<file path="src/rtl/keypad_scan_debounce_pkg.sv">
// Shared definitions for the keypad scanner: key word width, the
// row/column-to-code lookup, the frame-class encoding and the debounce
// state encoding.
package keypad_scan_debounce_pkg;

    localparam int KEY_WORD_LEN = 5;
    localparam int KP_ROWS      = 4;
    localparam int KP_COLS      = 4;

    // Frame accumulator bit index is row*4 + col (row-major). Entry 0 is
    // the rightmost nibble, so the list reads r3c3 .. r0c0.
    //   r0: 1 2 3 A   r1: 4 5 6 B   r2: 7 8 9 C   r3: E(*) 0 F(#) D
    localparam logic [15:0][3:0] KEY_MAP = {
        4'hD, 4'hF, 4'h0, 4'hE,
        4'hC, 4'h9, 4'h8, 4'h7,
        4'hB, 4'h6, 4'h5, 4'h4,
        4'hA, 4'h3, 4'h2, 4'h1
    };

    typedef enum logic [1:0] {
        FRAME_NONE   = 2'd0,
        FRAME_SINGLE = 2'd1,
        FRAME_MULTI  = 2'd2
    } frame_class_e;

    typedef enum logic {
        ST_IDLE    = 1'b0,
        ST_PRESSED = 1'b1
    } deb_state_e;

    typedef struct packed {
        frame_class_e cls;
        logic [3:0]   code;
    } frame_result_t;

endpackage

</file>
<file path="src/rtl/keypad_scan_debounce_frame_classifier.sv">
// keypad_frame_classifier: combinational classification of one full scan
// frame.
//   frame  : 16 active-high key bits, index row*4 + col
//   result : {class, code}; code is only meaningful for FRAME_SINGLE and
//            is forced to 0 otherwise so results compare cleanly.
module keypad_frame_classifier
    import keypad_scan_debounce_pkg::*;
(
    input  logic [15:0]   frame,
    output frame_result_t result
);

    logic [4:0] ones;
    logic [3:0] idx;

    always_comb begin
        ones = '0;
        idx  = '0;
        for (int i = 0; i < 16; i++) begin
            if (frame[i]) begin
                ones = ones + 5'd1;
                idx  = 4'(i);
            end
        end

        result.code = 4'h0;
        if (ones == 5'd0) begin
            result.cls = FRAME_NONE;
        end else if (ones == 5'd1) begin
            result.cls  = FRAME_SINGLE;
            result.code = KEY_MAP[idx];
        end else begin
            result.cls = FRAME_MULTI;
        end
    end

endmodule

</file>
<file path="src/rtl/keypad_scan_debounce.sv">
// keypad_scan_debounce: scans a 4x4 active-low matrix keypad, classifies each
// full frame and debounces the result into a stable key word.
//   clk       : CPU clock
//   rst       : asynchronous active-high reset
//   row       : keypad rows, active-low, asynchronous to clk
//   col       : column drive, one-hot active-low
//   key       : {pressed, code[3:0]}
//   key_event : one-cycle pulse on each newly accepted press
module keypad_scan_debounce
    import keypad_scan_debounce_pkg::*;
#(
    parameter int SCAN_DIV       = 50000,
    parameter int DEBOUNCE_SCANS = 4
) (
    input  logic                    clk,
    input  logic                    rst,
    input  logic [KP_ROWS-1:0]      row,
    output logic [KP_COLS-1:0]      col,
    output logic [KEY_WORD_LEN-1:0] key,
    output logic                    key_event
);

    localparam int         DIV_W    = (SCAN_DIV > 1) ? $clog2(SCAN_DIV) : 1;
    localparam logic [DIV_W-1:0] DIV_LAST = DIV_W'(SCAN_DIV - 1);
    localparam logic [3:0] DEB_N    = 4'(DEBOUNCE_SCANS);

    // ---------------- row synchronizer ----------------
    logic [KP_ROWS-1:0] row_s1, row_s2;

    always_ff @(posedge clk or posedge rst) begin
        if (rst) begin
            row_s1 <= '1;
            row_s2 <= '1;
        end else begin
            row_s1 <= row;
            row_s2 <= row_s1;
        end
    end

    // ---------------- column sequencer ----------------
    logic [DIV_W-1:0] div;
    logic [1:0]       col_idx;
    logic [1:0]       col_idx_next;
    logic [15:0]      acc;
    logic [15:0]      frame_now;
    logic             tick;
    logic             frame_end;

    assign tick         = (div == DIV_LAST);
    assign frame_end    = tick && (col_idx == 2'd3);
    assign col_idx_next = col_idx + 2'd1;

    // Accumulator plus the column currently being sampled, so the frame-end
    // classification sees column 3's rows without an extra cycle.
    always_comb begin
        frame_now = acc;
        for (int r = 0; r < KP_ROWS; r++) begin
            if (!row_s2[r]) frame_now[{2'(r), col_idx}] = 1'b1;
        end
    end

    always_ff @(posedge clk or posedge rst) begin
        if (rst) begin
            div     <= '0;
            col_idx <= 2'd0;
            col     <= 4'b1110;
            acc     <= '0;
        end else if (tick) begin
            div     <= '0;
            col_idx <= col_idx_next;
            col     <= ~(4'b0001 << col_idx_next);
            acc     <= frame_end ? 16'h0000 : frame_now;
        end else begin
            div     <= div + DIV_W'(1);
        end
    end

    // ---------------- frame classification ----------------
    frame_result_t res;

    keypad_frame_classifier u_classifier (
        .frame  (frame_now),
        .result (res)
    );

    // ---------------- debounce ----------------
    frame_result_t cand;
    logic [3:0]    cnt;
    logic [3:0]    cnt_next;
    logic          same;
    logic          accept;
    deb_state_e    state;

    assign same     = (res == cand);
    assign cnt_next = !same ? 4'd1 : ((cnt == DEB_N) ? cnt : cnt + 4'd1);
    // Accept only on the frame where the run first reaches the threshold;
    // a saturated run of the same result does not re-accept.
    assign accept   = frame_end && (cnt_next == DEB_N) && !(same && cnt == DEB_N);

    always_ff @(posedge clk or posedge rst) begin
        if (rst) begin
            state     <= ST_IDLE;
            cand      <= '{cls: FRAME_NONE, code: 4'h0};
            cnt       <= 4'd0;
            key       <= '0;
            key_event <= 1'b0;
        end else begin
            key_event <= 1'b0;
            if (frame_end) begin
                cand <= res;
                cnt  <= cnt_next;
                if (accept) begin
                    case (state)
                        ST_IDLE: begin
                            if (res.cls == FRAME_SINGLE) begin
                                state     <= ST_PRESSED;
                                key       <= {1'b1, res.code};
                                key_event <= 1'b1;
                            end
                        end
                        ST_PRESSED: begin
                            if (res.cls == FRAME_SINGLE && res.code != key[3:0]) begin
                                key       <= {1'b1, res.code};
                                key_event <= 1'b1;
                            end else if (res.cls == FRAME_NONE) begin
                                state  <= ST_IDLE;
                                key[4] <= 1'b0;
                            end
                        end
                        default: state <= ST_IDLE;
                    endcase
                end
            end
        end
    end

endmodule
</file>
<file path="config.mk">
export PLATFORM = sky130hd
export DESIGN_NAME = keypad_scan_debounce
export DESIGN_NICKNAME = d
export VERILOG_FILES = /design/src/rtl/keypad_scan_debounce_pkg.sv /design/src/rtl/keypad_scan_debounce_frame_classifier.sv /design/src/rtl/keypad_scan_debounce.sv
export SDC_FILE = /design/constraint.sdc
export NUM_CORES = 1
export LEC_CHECK = 0
export CORE_MARGIN = 5
export CORE_UTILIZATION = 31
export CTS_BUF_LIST = sky130_fd_sc_hd__clkbuf_16
export CTS_CLUSTER_SIZE = 8
export DETAILED_ROUTE_END_ITERATION = 7
export DONT_BUFFER_PORTS = 1
export PLACE_DENSITY = 0.47
export SYNTH_ARGS = -nofsm -noshare
export SYNTH_HDL_FRONTEND = slang
export SYNTH_SLANG_ARGS = --single-unit
</file>
<file path="constraint.sdc">
create_clock -name clk -period 19.74 [get_ports clk]
set_input_delay 3.948 -clock clk [delete_from_list [all_inputs] [get_ports clk]]
set_output_delay 3.948 -clock clk [all_outputs]
set_load 0.03 [all_outputs]
</file>
## After elaboration in Yosys (flattened, before gate mapping)

Memories as Yosys holds them, arrays and structs flattened.
Index checks and enable logic that the tools add are counted.
Widths: inputs -> output; s select.

| operators by class | value |
|---|---|
| reduce and logical (&&, ||, !) cells | 15 |
| multiplexer cells | 65 |
| magnitude comparators | 9 |
| bitwise operators | 6 |
| shift-type cells | 1 |
| equal/unequal tests | 11 |
| add/sub/neg operators | 18 |

Operators by type and width:

| kind | count |
|---|---|
| $mux 16 | 6 |
| $mux 5 | 16 |
| $add 5x1->5 const B | 14 |
| $mux 4 | 14 |
| $add 16x1->16 const B | 1 |
| $eq 16x16->1 const B | 1 |
| $or 16x12->16 | 1 |
| $or 16x16->16 | 1 |
| $or 16x4->16 | 1 |
| $or 16x8->16 | 1 |
| $lt 4x5->1 const B | 3 |
| $mux 1 | 14 |
| $mux 3 | 4 |
| $pmux 5 s2 | 1 |
| $logic_and 1x1->1 | 9 |
| $demux 1 s2 | 4 |
| $eq 4x3->1 const B | 2 |
| $ge 4x1->1 const B | 2 |
| $mux 2 | 4 |
| $reduce_and 4->1 | 2 |
| $eq 6x6->1 | 1 |
| $eq 5x1->1 const B | 1 |
| $logic_not 5->1 | 1 |
| $lt 2x5->1 const B | 1 |
| other kinds (19) | 20 |

| storage, ports and cells | value |
|---|---|
| output and inout port bits | 10 |
| input bits | 6 |
| flip-flop bits (word level) | 63 |
| bits in read-only memories | 64 |
| memories | 1 |
| logic and storage cells | 139 |

Memory list:

| name | words | width | read ports | clocked after memory_dff | write ports | line | text |
|---|---|---|---|---|---|---|---|
| (name not given) | 16 | 4 | 1 | 0 | 0 | keypad_scan_debounce_frame_classifier.sv:31 | `result.code = KEY_MAP[idx];` |

## Logic depth before layout (Yosys ltp)

Gate-level depths: netlist of run 1.

| depth | value |
|---|---|
| depth in word-level cells | 53 |
| depth in mapped cells | 58 |
| gate-level depth less buffers | 57 |

## By module

Synthesis of run 1 repeated with hierarchy kept, for this count alone.

| second synthesis, totals | value |
|---|---|
| cells, all modules | 562 |
| area, all modules | 5,092.4 µm² |

Modules (own cells, without submodules):

| module | cells an instance | times used | sequential area each (µm²) | area each (µm²) |
|---|---|---|---|---|
| keypad_scan_debounce | 274 | 1 | 1,590.3 | 2,911.5 |
| keypad_frame_classifier | 288 | 1 | 0.0 | 2,180.8 |

## Worst setup path after synthesis of run 1

Ideal clock, no wire load.

| timing path | value |
|---|---|
| path type | reg-to-reg |
| start | reg col_idx[0] |
| end | reg key[2] |
| arrival time | 11.042 ns |
| path slack | 8.570 ns |
| required time | 19.612 ns |
| cell stages (with the launch flop) | 57 |
| library setup time | 0.128 ns |
| buffers on the path | 1 |
| clock period less this slack | 11.170 ns |
| cell sequence | dfrtp_1 -> inv_1 -> ha_1 -> clkbuf_1 -> o21ai_1 -> a21oi_1 -> a211oi_2 -> xnor2_1 -> ha_1 -> o21ai_0 -> nand2_1 -> ha_1 -> o21ai_0 -> o21ai_1 -> or2_2 -> ha_1 -> o21ai_0 -> nand2_1 -> [... 21 more ...] -> nor2_1 -> a21oi_1 -> ha_1 -> a21oi_1 -> nand2_1 -> ha_1 -> nor2_1 -> nor2_1 -> ha_1 -> nand2_1 -> o21ba_2 -> or4_4 -> nand4b_4 -> xor2_4 -> a21oi_1 -> a311o_1 -> nor4b_4 -> mux2_1 |

| on the way | value |
|---|---|
| longest elaborated chain between the ends | 52 |
| elaborated cells between the ends (all ways) | 100 |
| classes of those cells | 15 x add/sub; 8 x order compare; 8 x eq/ne; 52 x mux; 4 x bitwise; 12 x reduce/logical; 1 x memory |

RTL lines:

| what | line | text |
|---|---|---|
| start: declaration | keypad_scan_debounce.sv:42 | `logic [1:0] col_idx;` |
| start signal: assignment | keypad_scan_debounce.sv:70 | `col_idx <= col_idx_next;` |
| $lt 2x5->1 (not written as such) or $ge 2x1->1 (tied branches) | keypad_scan_debounce.sv:58 | `if (!row_s2[r]) frame_now[{2'(r), col_idx}] = 1'b1;` |
| $logic_and 1x1->1 (not written as such) | keypad_scan_debounce.sv:58 |  |
| $mux 1 (not written as such) | keypad_scan_debounce.sv:58 |  |
| $demux 1 s2 | keypad_scan_debounce.sv:58 |  |
| $or 16x4->16 (no source line) | n/a |  |
| $mux 16 | keypad_scan_debounce.sv:58 |  |
| $or 16x8->16 (no source line) | n/a |  |
| $mux 16 | keypad_scan_debounce.sv:58 |  |
| [... 35 more ...] | n/a |  |
| $eq 5x1->1 | keypad_scan_debounce_frame_classifier.sv:29 | `end else if (ones == 5'd1) begin` |
| $mux 4 or $mux 2 (tied branches) | keypad_scan_debounce_frame_classifier.sv:29 |  |
| $mux 4 or $mux 2 (tied branches) | keypad_scan_debounce_frame_classifier.sv:27 | `if (ones == 5'd0) begin` |
| $eq 6x6->1 | keypad_scan_debounce.sv:94 | `assign same = (res == cand);` |
| $mux 4 | keypad_scan_debounce.sv:95 | `assign cnt_next = !same ? 4'd1 : ((cnt == DEB_N) ? cnt : cnt + 4'd1);` |
| $eq 4x3->1 | keypad_scan_debounce.sv:98 | `assign accept = frame_end && (cnt_next == DEB_N) && !(same && cnt == DEB_N);` |
| $logic_and 1x1->1 (2 in a row) | keypad_scan_debounce.sv:98 |  |
| $reduce_and 4->1 (no source line) | n/a |  |
| end signal: assignment | keypad_scan_debounce.sv:117 | `key <= {1'b1, res.code};` |
| end signal: assignment | keypad_scan_debounce.sv:123 | `key <= {1'b1, res.code};` |
| end: declaration | keypad_scan_debounce.sv:19 | `output logic [KEY_WORD_LEN-1:0] key,` |

Several ways; a longest one is shown, not always the timed one. The select of a mux whose other input is x is not followed.
A chain may end at the register's enable or synchronous reset.

## Final worst setup path of run 1

| timing path | value |
|---|---|
| start | reg col_idx[1] |
| end | reg key[0] |

The elaborated chain is that of the path after synthesis.

==> out/summary.txt, run 1 <==
========================================================================================
CTS Buffer Depth                                                                       2
Most common flop cell mapped by yosys                                       sky130_fd_sc_hd__dfrtp_1
Launch point of the critical path                                             col_idx[1]
Element type at the critical path end                                          flip-flop
Die ar.                                                                     19,930 sq um
Routed wire length per instance                                             14.64 microns
Total vias in the final route                                                      4,307
Power per standard cell area                                                58.23 nW/um^2
Path category of the worst min-delay check                                       reg2reg
Portion of the clock cycle consumed by the worst path in the final layout         63.80%
Die Height                                                                  141.2 microns
Cells resized by post-CTS repair                                                       0
Die X                                                                       141.2 microns
RSZ-0062 raised after global routing                                                  no
Critical path's largest stage delay                                              0.59 ns
Worst IR Drop VDD                                                               57.01 uV
Area overhead of the layout relative to synthesis                                 9.946%
Number of non-filler instances in the completed layout                               838
Sum of internal, switching and leakage power                                   0.3415 mW
Fin Clk Skew                                                                 0.004973 ns
Clock Pin Slew Worst Setup and Hold Paths                                        0.06 ns
Critical path class                                                              reg2reg
Buffer type at the clock tree root                                          sky130_fd_sc_hd__clkbuf_16
Number of cell instances on the worst register-to-register path                       55
Time the final worst path needs with I/O delays and setup                       12.59 ns
Sum of overflow across all layers after global routing                                 0
Share of synthesized area occupied by flip-flops and latches                      29.81%
Combined area of all synthesized cells                                        5334 sq um
Clock latency on the worst-skew pair                                             0.32 ns
TritonCTS buffer count                                                                 9
CTS Sinks                                                                             63
GR Util All Layers                                                                12.66%
Aggregate routed wire length                                                    12.27 mm
Master of the slowest instance on the critical path                         sky130_fd_sc_hd__ha_1
Post-synth cell types                                                                 88
Number of H-tree branching levels                                                      3
HPWL after detailed placement                                                   9.438 mm
First-pass GRT wire length                                                      21.11 mm
Pins over their slew limit                                                             0
Post-synthesis register bit count                                                     63
Critical register-to-register path startpoint                                 col_idx[1]
Endpoint of the most critical setup path                                          key[0]
Layout cell share with drive strength beyond 1                                    11.58%
Synth warn                                                                             0
Post-placement cell count                                                            822
Mean number of vias per cell                                                       5.140
Number of hold buffers added after cts                                                 0
Crit-path most repeated cell                                                sky130_fd_sc_hd__ha_1
Setup bufs post-CTS                                                                    0
Max-capacitance violation count                                                        0
Tightest Pin Transition                                                        0.9656 ns
Std-Cell Rows                                                                         48
Data arrival time at the worst-slack endpoint                                   12.80 ns
Endpoint of the most critical register-to-register path                           key[0]
Post-synth EDFFs                                                                       0
Top-level I/O count                                                                   16
Hold Violations, Final                                                                 0
Setup TNS after final layout                                                        0 ns
Detailed-routing iteration count for the pre-antenna-repair pass                       4
RD Place Congestion                                                               0.7965
Fraction of registers with async set or reset after synthesis                     100.0%
Vias in the first global route                                                     4,210
Post-layout net count                                                                643
Number of setup violations in the final report                                         0
Normalized max-slew margin                                                        35.63%
Top fanout value on the critical path                                                 17
Number of routed nets with antenna violations                                          0
Final WS setup                                                                  7.145 ns
Remaining routing DRC violations                                                       0
CP required                                                                     19.95 ns
P_leak                                                                          2.449 nW
Number of antenna repair diodes                                                        0
Port bufs                                                                              0
Status                                                                         completed
Number of violations reported at the end of detailed-routing iteration 0             256
Largest net degree at the start of global routing                                     64
Critical path launch point type                                                flip-flop
Clock tree from TritonCTS                                                            yes
Register-to-Register Setup Slack                                                 7.15 ns
Highest Clock Rate                                                             79.40 MHz
Number of antenna violations at the first check in global routing                      0
Average cell area after synthesis                                            8.715 sq um
Number of nets produced by synthesis                                                 647
Post-placement setup slack                                                      7.167 ns
Total core area                                                             17,120 sq um
Synth Instances                                                                      612
Starting density of the core                                                      31.16%
========================================================================================
[synth_stat cells (3+ instances only)]
cell type                  number  share of area (%)
sky130_fd_sc_hd__mux2i_1        6                1.1
sky130_fd_sc_hd__nand2_1       57                4.0
sky130_fd_sc_hd__nand4_1        4               0.47
sky130_fd_sc_hd__and2_1        13                1.5
sky130_fd_sc_hd__dfrtp_1       52                 24
sky130_fd_sc_hd__and3_1        10                1.2
sky130_fd_sc_hd__nand2b_1       4               0.47
sky130_fd_sc_hd__o22ai_1        5               0.59
sky130_fd_sc_hd__nor3_1        10               0.94
sky130_fd_sc_hd__nor2_1        72                5.1
sky130_fd_sc_hd__xnor2_2        3               0.91
sky130_fd_sc_hd__a32oi_1        3               0.49
sky130_fd_sc_hd__or4_1          5               0.70
sky130_fd_sc_hd__a21oi_1       38                3.6
sky130_fd_sc_hd__a21o_1        10                1.4
sky130_fd_sc_hd__a31oi_1       13                1.5
sky130_fd_sc_hd__xor2_1        15                2.5
sky130_fd_sc_hd__inv_1         25                1.8
sky130_fd_sc_hd__o211ai_1       3               0.42
sky130_fd_sc_hd__xnor2_1       38                6.2
sky130_fd_sc_hd__o21ai_0       28                2.6
sky130_fd_sc_hd__clkbuf_1      11               0.77
sky130_fd_sc_hd__o21a_1         6               0.84
sky130_fd_sc_hd__o21ai_1        6               0.56
sky130_fd_sc_hd__o31ai_1        5               0.70
sky130_fd_sc_hd__dfstp_2       11                5.4
sky130_fd_sc_hd__or2_2          8               0.94
sky130_fd_sc_hd__or3_1          4               0.47
sky130_fd_sc_hd__nor4_1         8               0.94
sky130_fd_sc_hd__a211oi_1       7               0.99
sky130_fd_sc_hd__xnor3_2        3                1.3
sky130_fd_sc_hd__nand3_1       18                1.7
sky130_fd_sc_hd__a211oi_2       3               0.70
sky130_fd_sc_hd__mux2_1         3               0.63
sky130_fd_sc_hd__nor3b_1        3               0.42
sky130_fd_sc_hd__a211o_1        3               0.49
sky130_fd_sc_hd__nor2b_1        7               0.82
sky130_fd_sc_hd__ha_1          29                6.8
sky130_fd_sc_hd__a22oi_1        3               0.42
sky130_fd_sc_hd__nand4b_1       4               0.66
[critical path, delay by kind of cell, from the launching register on]
kind                     cells  cell delay [ns]
AO/OA/AOI/OAI               20             3.76
XOR/XNOR                     2             0.50
adder cells (fa/ha/maj)     14             4.26
buffers and inverters        2             0.26
flip-flops                   1             0.43
multiplexers                 1             0.36
AND/OR/NAND/NOR             16             2.91
[cells by family (layout without fill, tap and decap cells)]
| family | count (synthesis) | count (layout) | synth area share, % |
|---|---|---|---|
| adders and majority gates | 29 | 29 | 6.803 |
| muxes | 12 | 12 | 2.463 |
| buffers and inverters | 42 | 43 | 3.401 |
| AOI/OAI and AO/OA | 161 | 161 | 20.50 |
| and+or+nand+nor | 240 | 240 | 23.34 |
| DFF | 63 | 63 | 29.81 |
| xor gates and xnor gates | 65 | 65 | 13.68 |
[routing by layer]
layer	wire length, microns	global-route usage [%]	share of wire [%]	up-vias
met4	138	3.774	1.1	0
met2	5892	21.17	48	44
li1	-	-	-	2190
met1	6032	17.34	49	2064
met3	204	1.221	1.7	9
met5	0	0	0	-
[worst min-delay path by stage]
stage	startpoint	end	slack [ns]	depth (start not counted)
6_report	row_s1[1]	row_s2[1]	0.35	0
5_1_grt	row_s1[1]	row_s2[1]	0.36	0
4_1_cts	row_s1[0]	row_s2[0]	0.36	0
3_5_place_dp	row_s1[0]	row_s2[0]	0.35	0
3_3_place_gp	row_s1[1]	row_s2[1]	0.35	0
2_1_floorplan	row_s1[0]	row_s2[0]	0.35	0
[cell usage in the layout, fill, tap and decap left out, types with 4 or more instances in the layout]
cell	n
sky130_fd_sc_hd__a211oi_1	7
sky130_fd_sc_hd__nand2b_1	4
sky130_fd_sc_hd__nor2b_1	7
sky130_fd_sc_hd__mux2i_1	6
sky130_fd_sc_hd__o21ai_1	6
sky130_fd_sc_hd__nor2_1	72
sky130_fd_sc_hd__o22ai_1	5
sky130_fd_sc_hd__nand2_1	57
sky130_fd_sc_hd__clkbuf_16	9
sky130_fd_sc_hd__or2_2	8
sky130_fd_sc_hd__a21oi_1	38
sky130_fd_sc_hd__and3_1	10
sky130_fd_sc_hd__nor3_1	10
sky130_fd_sc_hd__o31ai_1	5
sky130_fd_sc_hd__or4_1	5
sky130_fd_sc_hd__o21a_1	6
sky130_fd_sc_hd__dfrtp_1	52
sky130_fd_sc_hd__ha_1	29
sky130_fd_sc_hd__a21o_1	10
sky130_fd_sc_hd__dfstp_2	11
sky130_fd_sc_hd__nand4_1	4
sky130_fd_sc_hd__nand3_1	18
sky130_fd_sc_hd__inv_1	24
sky130_fd_sc_hd__o21ai_0	28
sky130_fd_sc_hd__xnor2_1	38
sky130_fd_sc_hd__nand4b_1	4
sky130_fd_sc_hd__or3_1	4
sky130_fd_sc_hd__and2_1	13
sky130_fd_sc_hd__xor2_1	15
sky130_fd_sc_hd__a31oi_1	13
sky130_fd_sc_hd__nor4_1	8
[per-stage QoR]
stage / hold WS, ns / cell area [sq um] / util, %
detailed placement: 0.3472 / 5543 / 32.38
finish: 0.3541 / 5864 / 34.26
floorplan: 0.3452 / 5334 / -
global route: 0.3613 / 5864 / 34.26
CTS: 0.3556 / 5864 / 34.26
global placement: 0.3453 / 5543 / 32.38
[layout make-up]
type	count	area (sq um)
Clock inverter	7	96.34
Inverter	25	93.84
Multi-Input combinational cell	507	3562
Fill cell	1780	11250
Sequential cell	63	1590
Tap cell	225	281.5
Timing Repair Buffer	2	15.01
Clock buffer	9	225.2
[sequential cells by signal (all words and copies together) (netlist names), named ones only]
signal and flops:
key 5, row_s1 4, key_event 1, div 16, row_s2 4, col 4
cnt 4, acc 16, col_idx 2, cand 6
[report_power, final]
part	internal (mW)	switching, mW	leakage [nW]
combinational	0.0157	0.0268	1.47
sequential	0.131	0.00114	0.827
clock	0.111	0.0565	0.148
(Power assumes the default switching activity.)
==> inputs of run 2 (changes only) <==
==> constraint.sdc (replaced) <==
create_clock -name clk -period 13.15 [get_ports clk]
set_input_delay 2.63 -clock clk [delete_from_list [all_inputs] [get_ports clk]]
set_output_delay 2.63 -clock clk [all_outputs]
set_load 0.03 [all_outputs]
==> run 2 against run 1 <==
  * Hold slack barely moved
  * Critical path type unchanged
  * Global-route usage rose by 0.20 points
  * Clock-buffer cell count did not move
  * Clock power rose by 50%
  * Largest cell class unchanged
==> out/summary.txt, run 2 (same netlist as run 1, synthesis figures left out) <==
========================================================================================
First-pass GRT wire length                                                      21.42 mm
Worst IR Drop VDD                                                               89.74 uV
Launch point of the critical path                                             col_idx[0]
Setup TNS after final layout                                                        0 ns
Sum of overflow across all layers after global routing                                 0
Aggregate routed wire length                                                    12.47 mm
Die ar.                                                                     19,930 sq um
Number of antenna violations at the first check in global routing                      0
Clock latency on the worst-skew pair                                             0.32 ns
Portion of the clock cycle consumed by the worst path in the final layout         92.59%
Post-placement setup slack                                                     0.5240 ns
Routed wire length per instance                                             14.79 microns
Element type at the critical path end                                          flip-flop
Most frequent cells in the layout                                           71 x sky130_fd_sc_hd__nor2_1, 57 x sky130_fd_sc_hd__nand2_1, 52 x sky130_fd_sc_hd__dfrtp_1, 37 x sky130_fd_sc_hd__xnor2_1, 37 x sky130_fd_sc_hd__a21oi_1
Critical path class                                                              reg2reg
Most common cell after layout, fill and taps aside                          sky130_fd_sc_hd__nor2_1
Number of violations reported at the end of detailed-routing iteration 0             228
Total vias in the final route                                                      4,335
Std-Cell Rows                                                                         48
Master of the slowest instance on the critical path                         sky130_fd_sc_hd__or4_4
Area overhead of the layout relative to synthesis                                 11.42%
Highest Clock Rate                                                             82.13 MHz
Die Height                                                                  141.2 microns
Number of hold buffers added after cts                                                 0
Largest regs                                                                acc (16), div (16), cand (6)
Number of setup violations in the final report                                         0
Time the final worst path needs with I/O delays and setup                       12.18 ns
Total buffers and inverters traversed by the critical path                             2
Hold Violations, Final                                                                 0
Top fanout value on the critical path                                                 12
RSZ-0062 raised after global routing                                                  no
Max-capacitance violation count                                                        0
Number of antenna repair diodes                                                        0
Family of cells with the greatest summed delay on the critical path          adder cells
Starting density of the core                                                      31.16%
Port bufs                                                                              0
RD Place Congestion                                                               0.7965
Launch instance of the worst min-delay path                                    row_s1[1]
Clock tree from TritonCTS                                                            yes
Data arrival time at the worst-slack endpoint                                   12.38 ns
Post-layout net count                                                                648
Crit-path most repeated cell                                                sky130_fd_sc_hd__ha_1
Number of H-tree branching levels                                                      3
Status                                                                         completed
HPWL after detailed placement                                                   9.478 mm
Buffer type at the clock tree root                                          sky130_fd_sc_hd__clkbuf_16
Largest net degree at the start of global routing                                     64
Fin Clk Skew                                                                 0.005647 ns
Layout cell share with drive strength beyond 1                                    13.27%
Critical register-to-register path startpoint                                 col_idx[0]
Normalized max-slew margin                                                        36.86%
Pins over their slew limit                                                             0
CTS Buffer Depth                                                                       2
Critical path's largest stage delay                                              0.55 ns
Die X                                                                       141.2 microns
Clock Pin Slew Worst Setup and Hold Paths                                        0.06 ns
P_leak                                                                          2.482 nW
TritonCTS buffer count                                                                 9
Top-level I/O count                                                                   16
Tightest Pin Transition                                                        0.9471 ns
Total core area                                                             17,120 sq um
Power per standard cell area                                                86.65 nW/um^2
Remaining routing DRC violations                                                       0
Path category of the worst min-delay check                                       reg2reg
CTS Sinks                                                                             63
Critical path launch point type                                                flip-flop
Mean number of vias per cell                                                       5.142
CP required                                                                     13.35 ns
GR Util All Layers                                                                12.86%
Number of routed nets with antenna violations                                          0
Detailed-routing iteration count for the pre-antenna-repair pass                       4
Vias in the first global route                                                     4,238
Final WS setup                                                                 0.9741 ns
========================================================================================
==> run 2: cell types whose count changed in the layout (fill, tap and decap cells not counted) <==
cell | previous run | this run
sky130_fd_sc_hd__a21oi_1 | 38 | 37
sky130_fd_sc_hd__a21boi_1 | 0 | 1
sky130_fd_sc_hd__nor2_1 | 72 | 71
sky130_fd_sc_hd__a21boi_0 | 1 | 0
sky130_fd_sc_hd__nor2_2 | 0 | 1
sky130_fd_sc_hd__ha_2 | 0 | 1
sky130_fd_sc_hd__ha_1 | 29 | 26
sky130_fd_sc_hd__ha_4 | 0 | 2
sky130_fd_sc_hd__a21oi_2 | 1 | 2
sky130_fd_sc_hd__buf_4 | 2 | 7
sky130_fd_sc_hd__xnor2_2 | 3 | 4
sky130_fd_sc_hd__xnor2_1 | 38 | 37
==> run 2: power by group <==
group	internal [mW]	switching, mW	leakage (nW)
Combinational	0.0250	0.0408	1.51
Sequential	0.196	0.00174	0.827
Clock	0.166	0.0852	0.148
Total	0.387	0.128	2.48
==> run 2: final timing paths <==
kind | to | slack (ns) | cells after the start
setup reg to reg | key[0] | 0.97 | 55
setup / recovery | key[0] | 0.97 | 55
hold reg to reg | row_s2[1] | 0.35 | 0
hold / removal | row_s2[1] | 0.35 | 0
max in group asynchronous | col_idx[1] | 10.20 | 2
min in group asynchronous | div[0] | 2.43 | 2
==> run 2: timing repair <==
action | CTS | global route
resized for setup | 0 | 9
buffers inserted | 0 | 5
hold endpoints to repair | 0 | 0
endpoints found under the setup margin | 0 | 11
==> run 2: cell type report <==
type                            instances  area (sq um)
Timing Repair Buffer                    7         52.55
Clock buffer                            9         225.2
Tap cell                              225         281.5
Inverter                               25         93.84
Fill cell                            1762         11170
Clock inverter                          7         96.34
Multi-Input combinational cell        507          3603
Sequential cell                        63          1590
==> run 2: through the flow <==
stage / hold WS, ns / cell area, sq um / utilization, % / power [mW] / instances
after floorplan: 0.3452 / 5334 / - / 0.2525 / 612
after global placement: 0.3453 / 5543 / 32.38 / 0.2643 / 822
after detailed placement: 0.3472 / 5543 / 32.38 / 0.2656 / 822
after CTS: 0.3559 / 5864 / 34.26 / 0.5237 / 838
after global routing: 0.3615 / 5943 / 34.72 / 0.5428 / 843
final: 0.3542 / 5943 / 34.72 / 0.5150 / 843
==> run 2: layer usage <==
layer / GRT usage [%] / vias to the layer above / routed length [microns]
li1: - / 2204 / -
met1: 18.04 / 2075 / 6163
met2: 20.89 / 48 / 5947
met3: 1.323 / 8 / 206
met4: 3.927 / 0 / 149
met5: 0 / - / 0
==> inputs of run 3 (changes only) <==
--- a/config.mk
+++ b/config.mk
@@ -14,4 +14,5 @@
 export PLACE_DENSITY = 0.47
 export SYNTH_ARGS = -nofsm -noshare
 export SYNTH_HDL_FRONTEND = slang
+export SYNTH_HIERARCHICAL = 1
 export SYNTH_SLANG_ARGS = --single-unit
==> run 3 against run 2 <==
  * Non-clock buffer count is 2 lower
  * Critical endpoint is now key[2]
  * Worst setup slack better by 0.16 ns
  * Highest routed layer unchanged
  * Critical path type unchanged
  * Utilization is 0.33 points higher
  * Largest power group unchanged
==> out/summary.txt, run 3 <==
========================================================================================
Mean number of vias per cell                                                       4.992
Detailed-routing iteration count for the pre-antenna-repair pass                       4
RSZ-0062 raised after global routing                                                  no
GRT met2 Usage                                                                    18.94%
Switching Share                                                                   26.69%
Fraction of power consumed by combinational cells                                  15.5%
Top fanout value on the critical path                                                  8
Number of hold buffers added after cts                                                 0
Max-capacitance violation count                                                        0
Endpoint of the most critical register-to-register path                           key[2]
Post-synth EDFFs                                                                       0
Tightest Pin Transition                                                        0.8422 ns
Hold Violations, Final                                                                 0
Setup TNS after final layout                                                        0 ns
Number of violations reported at the end of detailed-routing iteration 0             151
Number of non-filler instances in the completed layout                               773
Die X                                                                       138.2 microns
CTS Sinks                                                                             63
Endpoint of the most critical setup path                                          key[2]
Remaining routing DRC violations                                                       0
Master of the slowest instance on the critical path                         sky130_fd_sc_hd__or4_1
Number of antenna violations at the first check in global routing                      0
Highest Clock Rate                                                             83.22 MHz
Buffer type at the clock tree root                                          sky130_fd_sc_hd__clkbuf_16
Clock latency on the worst-skew pair                                             0.32 ns
Die Height                                                                  138.2 microns
Routed wire length per instance                                             13.63 microns
Ranking of synthesized cells by area                                        sky130_fd_sc_hd__dfrtp_1 26%, sky130_fd_sc_hd__ha_1 7.4%, sky130_fd_sc_hd__xnor2_1 7.2%
Layout cell share with drive strength beyond 1                                    11.13%
CTS Buffer Depth                                                                       2
Placed cell areas                                                             5295 sq um
Port bufs                                                                              0
Aggregate routed wire length                                                    10.54 mm
Synth Instances                                                                      562
Data arrival time at the worst-slack endpoint                                   12.22 ns
Largest net degree at the start of global routing                                     64
Register-to-Register Setup Slack                                                 1.13 ns
Std-Cell Rows                                                                         46
Crit-path most repeated cell                                                sky130_fd_sc_hd__ha_1
Status                                                                         completed
Fin Clk Skew                                                                 0.008703 ns
Time the final worst path needs with I/O delays and setup                       12.02 ns
Worst IR Drop VDD                                                               41.50 uV
Post-synth cell types                                                                 72
Synth warn                                                                             6
Share of synthesized area occupied by flip-flops and latches                      31.23%
Number of H-tree branching levels                                                      3
Internal Pwr Total                                                             0.3671 mW
Area overhead of the layout relative to synthesis                                 10.15%
Number of antenna repair diodes                                                        0
First-pass GRT wire length                                                      18.91 mm
Sum of internal, switching and leakage power                                   0.5007 mW
Post-placement cell count                                                            757
Total vias in the final route                                                      3,859
Cell type with the largest total area after synthesis                       sky130_fd_sc_hd__dfrtp_1
Met3 track demand over resource                                                   1.793%
Critical path launch point type                                                flip-flop
Average cell area after synthesis                                            9.061 sq um
Most common flop cell mapped by yosys                                       sky130_fd_sc_hd__dfrtp_1
RD Place Congestion                                                               0.8062
Vias in the first global route                                                     3,876
Met1 GRT Util                                                                     15.66%
Largest regs                                                                acc (16), div (16), cand (6)
Number of nets produced by synthesis                                                 598
Portion of the clock cycle consumed by the worst path in the final layout         91.38%
Synth cell count leaders                                                    59 x sky130_fd_sc_hd__nor2_1, 54 x sky130_fd_sc_hd__nand2_1, 52 x sky130_fd_sc_hd__dfrtp_1
CP required                                                                     13.35 ns
Element type at the critical path end                                          flip-flop
Clock tree from TritonCTS                                                            yes
Total core area                                                             16,000 sq um
Total buffers and inverters traversed by the critical path                             4
Sum of overflow across all layers after global routing                                 0
P_leak                                                                          2.487 nW
Pins over their slew limit                                                             0
Starting density of the core                                                      31.83%
Number of routed nets with antenna violations                                          0
Launch point of the critical path                                             col_idx[0]
Number of cell instances on the worst register-to-register path                       57
Power per standard cell area                                                89.27 nW/um^2
Critical path class                                                              reg2reg
Family of cells with the greatest summed delay on the critical path          adder cells
Post-layout net count                                                                588
Die ar.                                                                     19,090 sq um
GR Util All Layers                                                                11.50%
Critical register-to-register path startpoint                                 col_idx[0]
Fraction of registers with async set or reset after synthesis                     100.0%
HPWL after detailed placement                                                   7.837 mm
Portion of synthesized cell area occupied by the leading cell type                25.55%
Most common cell in the synthesized netlist                                 sky130_fd_sc_hd__nor2_1
Switching power summed over all nets                                           0.1337 mW
Number of setup violations in the final report                                         0
Count of cell instances traversed by the critical path                                57
Most frequent cells in the layout                                           59 x sky130_fd_sc_hd__nor2_1, 54 x sky130_fd_sc_hd__nand2_1, 52 x sky130_fd_sc_hd__dfrtp_1, 42 x sky130_fd_sc_hd__xnor2_1, 29 x sky130_fd_sc_hd__inv_1
Highest-utilization routing layer at the global route stage                         met2
Combined area of all synthesized cells                                        5092 sq um
Top-level I/O count                                                                   16
Critical path's largest stage delay                                              0.58 ns
Path category of the worst min-delay check                                       reg2reg
Sequential group share of total power                                              39.3%
TritonCTS buffer count                                                                 9
Clock Pin Slew Worst Setup and Hold Paths                                        0.06 ns
Normalized max-slew margin                                                        43.85%
Post-synthesis register bit count                                                     63
Post-layout instance area                                                     5609 sq um
Clk network pwr share                                                              45.2%
Most common cell after layout, fill and taps aside                          sky130_fd_sc_hd__nor2_1
========================================================================================
-- run 3: final cells by class --
type                            instances  area, sq um
Inverter                               31        116.4
Timing Repair Buffer                    5        37.54
Fill cell                            1704        10390
Clock buffer                           10        250.2
Clock inverter                          6        42.54
Tap cell                              216        270.3
Sequential cell                        63         1590
Multi-Input combinational cell        442         3302
-- run 3: how the worst min path moves through the flow --
stage | cells after the start | start | endpoint | slack, ns
detailed placement | 0 | row_s1[0] | row_s2[0] | 0.35
floorplan | 0 | row_s1[0] | row_s2[0] | 0.35
global placement | 0 | row_s1[2] | row_s2[2] | 0.35
global route | 0 | row_s1[0] | row_s2[0] | 0.36
CTS | 0 | row_s1[0] | row_s2[0] | 0.36
finish | 0 | row_s1[2] | row_s2[2] | 0.35
-- run 3: timing repair --
action                                  CTS  global route
endpoints found under the setup margin    0             6
resized for setup                         0             5
setup buffers                             0             0
-- run 3: metal layers --
layer	wire, microns	up-vias
li1	-	1954
met1	5216	1858
met2	5004	36
met3	177	11
met4	141	0
met5	0	-
-- run 3: kinds of logic after synthesis --
logic type / Yosys count / share of synthesized area, %
xor gates and xnor gates: 79 / 18.40
and+or+nand+nor: 216 / 22.19
buffers and inverters: 57 / 4.349
muxes: 11 / 2.285
DFF: 63 / 31.23
AOI/OAI and AO/OA: 106 / 14.18
adders and majority gates: 30 / 7.371
-- run 3: metrics by stage --
stage          setup WS (ns)  utilization [%]  hold WS [ns]
6_report               1.134            35.06        0.3545
3_5_place_dp          0.7562            33.09        0.3470
4_1_cts               0.7298            34.92        0.3554
2_1_floorplan          2.037                -        0.3452
5_1_grt              0.03436            35.06        0.3561
3_3_place_gp          0.9484            33.09        0.3471
-- run 3: power by group through the flow --
stage / Sequential [mW] / Clock, mW / Combinational (mW)
2_1_floorplan: 0.200 / 0 / 0.0618
3_3_place_gp: 0.200 / 0 / 0.0766
3_5_place_dp: 0.200 / 0 / 0.0771
4_1_cts: 0.197 / 0.233 / 0.0779
5_1_grt: 0.197 / 0.241 / 0.0888
6_report: 0.197 / 0.226 / 0.0777
